### src/rtl/pss8_pkg.sv
// pss8 shared types and sizing helpers.
// Also used by the serial-to-parallel receiver stage.
package pss8_pkg;

  typedef enum logic {
    IDLE  = 1'b0,
    SHIFT = 1'b1
  } state_t;

  localparam int WIDTH_DEF = 8;
  localparam int CNT_W = $clog2(WIDTH_DEF);

  function automatic int cnt_w(input int w);
    return (w > 1) ? $clog2(w) : 1;
  endfunction

endpackage

### src/rtl/pss8.sv
// Parallel-to-serial transmitter with one-word hold buffer.
// Frame-sync marks the first transmitted bit of every word.
module pss8
  import pss8_pkg::*;
#(
  parameter int WIDTH     = WIDTH_DEF,
  parameter bit MSB_FIRST = 1'b0
) (
  input  logic             clk,
  input  logic             clr,
  input  logic             start,
  input  logic [WIDTH-1:0] datai,
  input  logic             wr,
  output logic             datao,
  output logic             sync,
  output logic             busy,
  output logic             ready,
  output logic             ovf
);

  localparam int CW = cnt_w(WIDTH);
  localparam logic [CW-1:0] LAST = CW'(WIDTH - 1);

  function automatic logic [CW-1:0] bidx(
    input logic [CW-1:0] i
  );
    return MSB_FIRST ? LAST - i : i;
  endfunction

  state_t           st_q, st_n;
  logic [CW-1:0]    cnt_q, cnt_n, nxt;
  logic [WIDTH-1:0] shift_q, shift_n;
  logic [WIDTH-1:0] hold_q;
  logic             hold_v;
  logic             dout_q, dout_n;
  logic             sync_q, sync_n;
  logic             ovf_q;
  logic             ld;

  always_comb begin
    st_n    = st_q;
    cnt_n   = cnt_q;
    shift_n = shift_q;
    dout_n  = dout_q;
    sync_n  = sync_q;
    nxt     = cnt_q + CW'(1);
    ld      = 1'b0;
    unique case (1'b1)
      (st_q == IDLE): begin
        dout_n = 1'b0;
        sync_n = 1'b0;
        ld     = hold_v && start;
      end
      (st_q == SHIFT): begin
        if (start) begin
          if (cnt_q != LAST) begin
            cnt_n  = nxt;
            dout_n = shift_q[bidx(nxt)];
            sync_n = 1'b0;
          end else if (hold_v) begin
            ld = 1'b1;
          end else begin
            st_n   = IDLE;
            dout_n = 1'b0;
            sync_n = 1'b0;
          end
        end
      end
      default: ;
    endcase
    // Load path shared by idle start and gapless last-bit handover
    if (ld) begin
      shift_n = hold_q;
      cnt_n   = '0;
      dout_n  = hold_q[bidx('0)];
      sync_n  = 1'b1;
      st_n    = SHIFT;
    end
  end

  // Hold counts as empty when it drains on this same edge
  assign ready = !hold_v || ld;

  always_ff @(posedge clk or posedge clr) begin
    if (clr) begin
      st_q    <= IDLE;
      cnt_q   <= '0;
      shift_q <= '0;
      dout_q  <= 1'b0;
      sync_q  <= 1'b0;
    end else begin
      st_q    <= st_n;
      cnt_q   <= cnt_n;
      shift_q <= shift_n;
      dout_q  <= dout_n;
      sync_q  <= sync_n;
    end
  end

  always_ff @(posedge clk or posedge clr) begin
    if (clr) begin
      hold_q <= '0;
      hold_v <= 1'b0;
      ovf_q  <= 1'b0;
    end else begin
      if (wr && ready) begin
        hold_q <= datai;
        hold_v <= 1'b1;
      end else if (ld) begin
        hold_v <= 1'b0;
      end
      if (wr && !ready) ovf_q <= 1'b1;
    end
  end

  assign datao = dout_q;
  assign sync  = sync_q;
  assign busy  = (st_q == SHIFT);
  assign ovf   = ovf_q;

endmodule

### config.mk
export PLATFORM = sky130hd
export DESIGN_NAME = pss8
export DESIGN_NICKNAME = d
export VERILOG_FILES = /design/src/rtl/pss8_pkg.sv /design/src/rtl/pss8.sv
export SDC_FILE = /design/constraint.sdc
export NUM_CORES = 1
export LEC_CHECK = 0
export ABC_CLOCK_PERIOD_IN_PS = 5600
export CORE_MARGIN = 8
export CORE_UTILIZATION = 41
export DETAILED_ROUTE_END_ITERATION = 6
export GPL_TIMING_DRIVEN = 0
export PLACE_DENSITY = 0.61
export SLEW_MARGIN = 20
export SYNTH_ARGS = -nofsm -noshare
export SYNTH_HDL_FRONTEND = slang
export SYNTH_SLANG_ARGS = --single-unit
### constraint.sdc
create_clock -name clk -period 5.6 [get_ports clk]
set_input_delay 0.56 -clock clk [delete_from_list [all_inputs] [get_ports clk]]
set_output_delay 0.56 -clock clk [all_outputs]
set_load 0.005 [all_outputs]
==> flow_summary_export.csv <==
group,metric,value,unit
clock_network,clockRootBuffer,"clkbuf_4",
yosys,avgSynthCellArea,14.4,um^2
sta,maxSlewHeadroom,40.3,%
critical_path,crit_fanout,7,
clock_network,cts.sinks,24,
critical_path,crit_chain,"ha_1, ha_1, nor2b_2, o21ai_2, clkdlybuf4s50_1",
floorplanning,core,2410,um^2
yosys,synth_edf_count,0,
layout,layout-drive-gt1-share,32.2,%
yosys,yosys.area_share.adder,2.45,%
yosys,synth_area_leaders,"dfrtp_1, mux2_2, ha_1",
yosys,syn-num-nets,85,
sta,hold_viol,0,
clock_network,cts_hold_buf,0,
clock_network,cts_tree,"yes",
layout,antennaDiodeCount,0,
yosys,ys_seq_area_share,58.8,%
yosys,synthXorXnorAreaFrac,0,%
yosys,ys_top_cells_by_count,"dfrtp_1, mux2_2, nand2_1",
critical_path,setup.worst_path.class,"reg -> out",
clock_network,cts_setup_buffers,0,
layout,layout.nets,105,
min_path,holdCritPathClass,"reg -> reg",
sta,rsz0062_at_grt,"false",
critical_path,crit_required,5040,ps
sta,setup_viol,0,
sta,max_freq,376,MHz
routing,drc,0,
yosys,yosysMostFrequentCell,"dfrtp_1",
grt,grt_pass1_wl,2.97,mm
yosys,muxShareOfSynthArea,21.0,%
clock_network,clk_pin_slew,130,ps
status,status,"finished, final reports clean",
layout,fillers,216,
yosys,synth-simple-area-share,6.37,%
floorplanning,die_h,65.9,um
yosys,synthFlopType,"dfrtp_1",
yosys,synth_cell_types,21,
sta,finalClockSkew,2.85,ps
yosys,ys_warn_count,0,
power,leakage,0.552,nW
critical_path,worst_path_most_repeated_cell,"ha_1",
critical_path,cpMaxStageDelayCell,"dfrtp_1",
floorplanning,start_util,42.4,%
placed_design,dp_hpwl,1.26,mm
sta,layout_min_cycle_time,2660,ps
layout,areaGrowthSynthToFinish,23.5,%
power,vdd_ir_drop_max,0.294,mV
grt,grt-ovfl-total,0,
routing,ant_nets,0,
clock_network,ctsResizeCount,0,
critical_path,crit_family,"flip-flops",
min_path,worstHoldStart,"sync",
critical_path,r2r-start,"cnt_q[0]",
yosys,syn_area,1020,um^2
grt,grt_max_degree,25,
critical_path,critPathBufInv,1,
clock_network,clkLatencyLatePin,310,ps
job,cap_viol_max_count,0,
critical_path,worstSetupStartpoint,"cnt_q[0]",
grt,grt_pass1_vias,654,
floorplanning,die_w,65.9,um
routing,drt-total-wl,1.74,mm
clock_network,htreeDepth,1,
placed_design,routabilityCongestion,0.779,
yosys,syn_inst,71,
floorplanning,rows,18,
floorplanning,io_pins,17,
yosys,async_flop_share,100,%
sta,slew_violations,0,
routing,first_pass_iters,4,
routing,wire_per_inst,14.5,um
critical_path,reg2regPathDepth,6,
yosys,synth_compound_area_share,9.44,%
yosys,synth_top_family_by_area,"multiplexers",
sta,final.period_utilization,47.4,%
yosys,synth_top_cell_by_area,"dfrtp_1",
power,p_per_area,478,nW/um^2
grt,track_usage,9.10,%
critical_path,crit_path_end_kind,"output port",
sta,setup_tns,0,ps
yosys,synth_top_area_share,58.8,%
sta,whs,493,ps
critical_path,start_kind,"register",
critical_path,worst-path-stages,5,
critical_path,cpPeakStageDelay,490,ps
grt,antenna_found_initial,0,
placed_design,port_buffers,15,
critical_path,crit_arrival,2100,ps
routing,viasPerCell,5.22,
routing,vias,626,
sta,max_slew.worst_pin.slew,894,ps
clock_network,cts_inserted_buffers,3,
yosys,synth_seq_cells,24,
floorplanning,die_area,4340,um^2
clock_network,cts_buffer_depth,2,
min_path,hold_depth,1,
routing,drtIter0Drc,19,
kinds of logic after synthesis:
family,Yosys count
flip-flops,24
multiplexers,18
AO/OA/AOI/OAI,11
AND/OR/NAND/NOR,11
buffers and inverters,5
adder cells (fa/ha/maj),2
registers in the layout, summed over array words and instances, names as in the netlist:
register	cells
datao	1
cnt_q	3
shift_q	8
busy	1
ovf	1
hold_v	1
sync	1
hold_q	8
per-stage QoR:
stage | util [%] | setup slack, ps | power, mW | cell area [um^2] | instances
3_3_place_gp | 50.2 | 3340 | 0.474 | 1210 | 116
2_1_floorplan | - | 3650 | 0.425 | 1020 | 71
5_1_grt | 52.3 | 2820 | 0.642 | 1260 | 120
4_1_cts | 52.3 | 2930 | 0.611 | 1260 | 120
3_5_place_dp | 50.2 | 3300 | 0.483 | 1210 | 116
6_report | 52.3 | 2940 | 0.602 | 1260 | 120
cells in the final DEF, fill, tap and decap left out:
cell type        instances
buf_2                    1
clkbuf_4                 3
o21ai_0                  2
mux4_2                   1
dfrtp_1                 24
a21o_1                   1
nor2_2                   1
a2111oi_0                1
nor2b_2                  1
clkdlybuf4s50_1         15
a221o_1                  1
nor3b_2                  1
a32o_1                   2
nor2b_1                  2
inv_1                    4
o21bai_1                 1
a22o_1                   1
a2111oi_2                1
nand2_1                  5
o21ai_2                  1
mux2_2                  17
ha_1                     2
bufinv_16                1
nand2_2                  1
layer usage:
layer	track usage, %	routed length (um)	share of wire [%]
met2	14.5	850	49
met5	0	0	0
met4	5.45	35	2.0
met1	9.50	731	42
met3	4.41	123	7.1
report_power, final:
| part | internal, mW | switching, mW | total, mW |
|---|---|---|---|
| sequential | 0.245 | 0.0400 | 0.285 |
| clock | 0.0724 | 0.0521 | 0.124 |
| combinational | 0.119 | 0.0736 | 0.193 |
worst paths after layout:
check | end | slack (ps)
worst min-delay path | sync | 490
max in group asynchronous | datao | 4340
min in group asynchronous | shift_q[5] | 720
worst max register to register | datao | 3460
worst min register to register | sync | 490
worst max-delay path | ready | 2940
area by class of cell:
class / count / area (um^2) / share of cell area, %
tap: 30 / 37.5 / 2.98
clock buffer: 3 / 22.5 / 1.79
buffer: 1 / 5.00 / 0.397
sequential: 24 / 601 / 47.6
timing repair buffer: 15 / 150 / 11.9
multi-input combinational: 42 / 400 / 31.7
inverter: 4 / 15.0 / 1.19
clock inverter: 1 / 30.0 / 2.38
Note: power is estimated with default switching activity, not from simulation.
